<file path="src/rtl/reg_file.sv">
// Architectural register file with per-register rename tags.
// Commit writes values and releases tags, issue renames, flush drops renames.
module reg_file #(
    parameter int ROB_LOG = 4,
    parameter int REG_NUM = 32
) (
    input  logic               clk,
    input  logic               rst,
    input  logic               rdy,
    input  logic               issue_valid,
    input  logic [4:0]         issue_dest,
    input  logic [ROB_LOG-1:0] issue_RobId,
    input  logic               reg_enable,
    input  logic [4:0]         reg_index,
    input  logic [ROB_LOG-1:0] reg_RobId,
    input  logic [31:0]        reg_value,
    input  logic               jump_flag,
    input  logic [4:0]         rs1_index,
    output logic [31:0]        rs1_value,
    output logic               rs1_busy,
    output logic [ROB_LOG-1:0] rs1_tag,
    input  logic [4:0]         rs2_index,
    output logic [31:0]        rs2_value,
    output logic               rs2_busy,
    output logic [ROB_LOG-1:0] rs2_tag
);

    logic [31:0]        value_q [REG_NUM];
    logic [ROB_LOG-1:0] tag_q   [REG_NUM];
    logic [REG_NUM-1:0] busy_q;

    logic               commit_nz;
    logic               issue_nz;
    logic               commit_match;
    logic               bypass_ok;
    logic [REG_NUM-1:0] commit_sel;
    logic [REG_NUM-1:0] issue_sel;

    assign commit_nz    = reg_enable && (reg_index != 5'd0);
    assign issue_nz     = issue_valid && !jump_flag && (issue_dest != 5'd0);
    assign commit_match = busy_q[reg_index] && (tag_q[reg_index] == reg_RobId);
    assign bypass_ok    = rdy && !jump_flag && commit_nz && commit_match;

    always_comb begin
        commit_sel = '0;
        issue_sel  = '0;
        for (int i = 1; i < REG_NUM; i++) begin
            commit_sel[i] = commit_nz && (reg_index == 5'(i));
            issue_sel[i]  = issue_nz && (issue_dest == 5'(i));
        end
    end

    // Flush beats issue, and issue beats a same-cycle tag release.
    always_ff @(posedge clk) begin
        if (rst) begin
            busy_q <= '0;
            for (int i = 0; i < REG_NUM; i++) begin
                value_q[i] <= '0;
                tag_q[i]   <= '0;
            end
        end else if (rdy) begin
            for (int i = 1; i < REG_NUM; i++) begin
                if (commit_sel[i]) begin
                    value_q[i] <= reg_value;
                end
                if (jump_flag) begin
                    busy_q[i] <= 1'b0;
                end else if (issue_sel[i]) begin
                    busy_q[i] <= 1'b1;
                    tag_q[i]  <= issue_RobId;
                end else if (commit_sel[i] && commit_match) begin
                    busy_q[i] <= 1'b0;
                end
            end
        end
    end

    always_comb begin
        rs1_value = value_q[rs1_index];
        rs1_busy  = busy_q[rs1_index];
        rs1_tag   = tag_q[rs1_index];
        if (rs1_index == 5'd0) begin
            rs1_value = '0;
            rs1_busy  = 1'b0;
            rs1_tag   = '0;
        end else if (bypass_ok && (rs1_index == reg_index)) begin
            rs1_value = reg_value;
            rs1_busy  = 1'b0;
        end
    end

    always_comb begin
        rs2_value = value_q[rs2_index];
        rs2_busy  = busy_q[rs2_index];
        rs2_tag   = tag_q[rs2_index];
        if (rs2_index == 5'd0) begin
            rs2_value = '0;
            rs2_busy  = 1'b0;
            rs2_tag   = '0;
        end else if (bypass_ok && (rs2_index == reg_index)) begin
            rs2_value = reg_value;
            rs2_busy  = 1'b0;
        end
    end

endmodule

</file>
<file path="config.mk">
export PLATFORM = sky130hd
export DESIGN_NAME = reg_file
export DESIGN_NICKNAME = d
export VERILOG_FILES = /design/src/rtl/reg_file.sv
export SDC_FILE = /design/constraint.sdc
export NUM_CORES = 2
export LEC_CHECK = 0
export BUFFER_PORTS_ARGS = -buffer_cell sky130_fd_sc_hd__buf_4
export CORE_MARGIN = 2
export CORE_UTILIZATION = 50
export CTS_CLUSTER_DIAMETER = 200
export DETAILED_ROUTE_END_ITERATION = 16
export PLACE_DENSITY = 0.78
export SETUP_SLACK_MARGIN = 0.3
export SLEW_MARGIN = 20
export SYNTH_ARGS = -nofsm -noshare
export SYNTH_HDL_FRONTEND = slang
export SYNTH_SLANG_ARGS = --single-unit
</file>
<file path="constraint.sdc">
create_clock -name clk -period 4.45 [get_ports clk]
set_input_delay 0.2225 -clock clk [delete_from_list [all_inputs] [get_ports clk]]
set_output_delay 0.2225 -clock clk [all_outputs]
set_load 0.03 [all_outputs]
</file>
* After elaboration in Yosys (flattened, before gate mapping)
Memories as Yosys holds them, arrays and structs flattened. Cells that the tools add are included.
Cells by class: bitwise operators 62, reductions and logical operators 169, multiplexer cells 452, order comparisons 3, eq/ne operators 65
Operator list (number):
- $mux W32 | 35
- $mux W1 | 381
- $eq A5 B5 Y1 const B | 32
- $mux W4 | 33
- $logic_and A1 B1 Y1 | 102
- $reduce_bool A3 Y1 | 31
- $eq A5 B4 Y1 const B | 16
- $or A1 B1 Y1 | 62
- $reduce_and A2 Y1 | 31
- $eq A5 B3 Y1 const B | 8
- $eq A5 B2 Y1 const B | 4
- $lt A5 B6 Y1 const B | 3
- $bmux W1 S5 | 3
- $eq A5 B1 Y1 const B | 2
- $eq A5 B5 Y1 | 2
- $logic_not A5 Y1 | 2
- $reduce_bool A5 Y1 | 2
- $eq A4 B4 Y1 | 1
- $logic_not A1 Y1 | 1
Word-level totals: memories 2, register bits 31, memory bits (writable) 1152, logic and storage cells 784, output and inout port bits 74, input port bits 66
Memories:
- value_q | depth 32, bits a word 32, rd ports 2, clocked after Yosys merged registers in 0, wr ports 32, RTL line 28 | logic [31:0] value_q [REG_NUM];
- tag_q | depth 32, bits a word 4, rd ports 3, clocked after Yosys merged registers in 0, wr ports 32, RTL line 29 | logic [ROB_LOG-1:0] tag_q [REG_NUM];

* Logic depth before layout (Yosys ltp)
word-level depth 10, mapped depth 13, mapped depth without buffers 7

* Worst setup path before layout
Ideal clock, no wire load.
path kind in2reg, start input port reg_index[4], end memory value_q[20][0] (enable), arrival 2.824 ns, required time 4.022 ns, path slack 1.198 ns, stages on the path 5, cell sequence clkbuf_1 > clkbuf_1 > and3_1 > nand3_1 > o21bai_1
RTL lines:
- start: declaration | RTL line 14 | input logic [4:0] reg_index,
- end: declaration | RTL line 28

==> results.md <==
- Die Width: 349 µm
- GP Congestion: approximately 0.90
- Via count: 37700
- CTS tree: built
- Initial antenna violation count: 4
- Layout area overhead: 11.4%
- Detailed placer's ending HPWL: roughly 110000 µm
- Leak Pwr: ~0.022 µW
- Nets: around 3700
- Fin crit period: approximately 4.1 ns
- Clock-pin transition on the worst setup and hold timing paths: 0.06 ns
- RSZ-0062 raised after global routing: false
- Largest net degree at the start of global routing: 100
- First-pass GRT wire length: 264000 µm
- Req. time, crit path: approximately 4.2 ns
- Die Span Y: around 350 µm
- Crit Path Category: flop to primary output
- CTS Hold Buffers Added: 0
- Layout cells sized above 1: 0.381
- Routed vias/inst: 7.19
- Flip-flop and latch area: about 34000 µm²
- Overall routed net length: approximately 190000 µm
- Wire length per cell: 35.4 µm
- Total power: between 20000 and 30000 µW
- Top-Level Pins: 140
- Run status: completed
- CTS Sinks: 1147
- Post-synth EDFFs: 1116
- Power density over the cells: roughly 400 nW/µm²
- Initial Util: 0.505
- Filler cell count in the final layout: 8683
- Fin. Hold Viols: 0
- Hold crit path type: input port to flop
- Net Count, Synth: roughly 3600
- Fraction of registers with async set/reset: 0
- Setup tns final: 0 ns
- Post-synthesis cell type count: 60
- Area of the mapped netlist: between 50000 and 60000 µm²
- Number of CTS-inserted buffers: 113
- CTS root buf: clkbuf_16
- DIE AREA: 122000 µm²
- Global route total overflow: 0
- Syn Inst Count: 3578
- Vias in the first global route: between 30000 and 40000
- Max_cap viols: 0
- DRT Pass-1 Iters: 8
- Worst Skew: about 0.017 ns
- Finish-stage setup viols: 0
- Slew margin rel.: 0.208
- Area of the multi-input gates: 24100 µm²
- Port bufs: around 140
- Final Slew Violations: 0
- Setup crit end kind: primary output
- DRC errors left: 0
- Syn. warnings: 0
- All-Layer GR Usage: 0.304
- Syn Area/Cell: 16.7 µm²
- Max Root-Sink Buffers: 3
- Crit-path max FO: 17
- Fmax: about 0.24 GHz
- Rows: ~130
- Post-synthesis sequential area ratio: 0.573
- Core Area: roughly 120000 µm²
- Post-route ant nets: 0
- Yosys reg bits: 1147
- Top_reg_cell synth: edfxtp_1
- H-tree depth: 3
- Arr. time, crit path: 3.86 ns
- Final Util: 0.562
- Worst slew pin tran: between 1 and 1.5 ns
- Initial DRC count: 6343
- Clk_lat worst skew: ~0.72 ns
- CP Launch Type: flop
- IR drop worst, VDD: ~0.31 mV
- Part of the cycle the worst path needs: 0.918
registers in the layout, indices dropped and copies added (netlist names):
name	flops
tag_q	124
busy_q	31
value_q	992
Yosys cell counts (18+ instances only):
cell type  count  share of area
nand2b_1      81         0.0085
nand2_1       67         0.0042
nor3_1        24         0.0020
nor2_1       624          0.039
mux4_2       677           0.26
edfxtp_1    1116           0.56
clkbuf_1     237          0.015
mux2_2       162          0.031
mux2i_1       43         0.0072
o21bai_1      23         0.0029
inv_1         37         0.0023
buf_1         99         0.0062
a21oi_1       45         0.0038
a22o_1        77          0.011
mux2_4        58          0.015
dfxtp_1       31          0.010
a221oi_1      18         0.0026
area by class of cell:
type / instances / share of cell area
Sequential cell: 1147 / 0.514
Multi-Input combinational cell: 2029 / 0.362
Clock buffer: 140 / 0.0450
Timing Repair Buffer: 273 / 0.0373
Tap cell: 1536 / 0.0289
Clock inverter: 72 / 0.00995
Inverter: 37 / 0.00209
Antenna cell: 4 / 0.000151
through the flow:
stage          hold WS (ns)  setup WS, ns  cell area [µm²]  std cells
2_1_floorplan         0.465          1.20            59600       3578
3_3_place_gp          0.495         0.434            62500       5014
3_5_place_dp          0.507         0.352            62500       5014
4_1_cts              0.0447         0.313            66300       5234
5_1_grt              0.0858         0.340            66400       5234
6_report             0.0529         0.366            66400       5238
per-layer routing:
metal / vias to the layer above / GRT usage / wire length, µm
li1: 14400 / - / -
met1: 19200 / 0.392 / 60400
met2: 3339 / 0.477 / 87500
met3: 648 / 0.0707 / 25200
met4: 4 / 0.175 / 12100
met5: - / 0 / 34
cell families after synthesis:
kind of cell	after synthesis	share of synthesized area
compound gates	205	0.0261
xor+xnor	12	0.00176
buf+inv	404	0.0284
flops	1147	0.573
mux	942	0.309
simple gates	868	0.0619
power breakdown:
| part | switching [µW] | total, µW | internal [µW] |
|---|---|---|---|
| sequential | 385 | 13000 | 12600 |
| combinational | 2080 | 3940 | 1870 |
| clock | 4220 | 9580 | 5360 |
cells in the final DEF, fill, tap and decap left out, drive strengths merged, types with 23 or more instances in the layout:
master / n
nand2b: 81
a21oi: 45
nand2: 67
a22o: 77
buf: 273
edfxtp: 1116
clkinv: 50
o21bai: 23
mux2: 221
nor3: 24
clkbuf: 140
mux4: 678
dfxtp: 31
mux2i: 43
nor2: 625
inv: 44
worst paths after layout:
check                                from                      end  slack, ns  cells after the start
hold reg to reg   busy_q[18]$_SDFFE_PP0P_  busy_q[18]$_SDFFE_PP0P_       0.52                      2
setup / recovery   tag_q[20][0]$_DFFE_PP_            rs2_value[17]       0.37                      8
hold / removal              issue_dest[2]   busy_q[1]$_SDFFE_PP0P_       0.05                      4
setup reg to reg   tag_q[29][1]$_DFFE_PP_   busy_q[2]$_SDFFE_PP0P_       1.56                      8
what timing repair did:
action | 4_1_cts | 5_1_grt
gates cloned | 2 | 0
gates resized for setup | 3 | 6
hold endpoints to repair | 0 | 0
endpoints found under the setup margin | 66 | 64
pin swaps | 4 | 0
buffers inserted | 6 | 0
critical path: stages (launching register included):
cell	delay, ns
edfxtp_1	0.42
mux4_2	0.52
a211oi_2	0.30
a221oi_2	0.12
or3_4	0.47
or4_4	0.55
buf_12	0.21
mux2_4	0.34
buf_4	0.17
(Power assumes the default switching activity.)
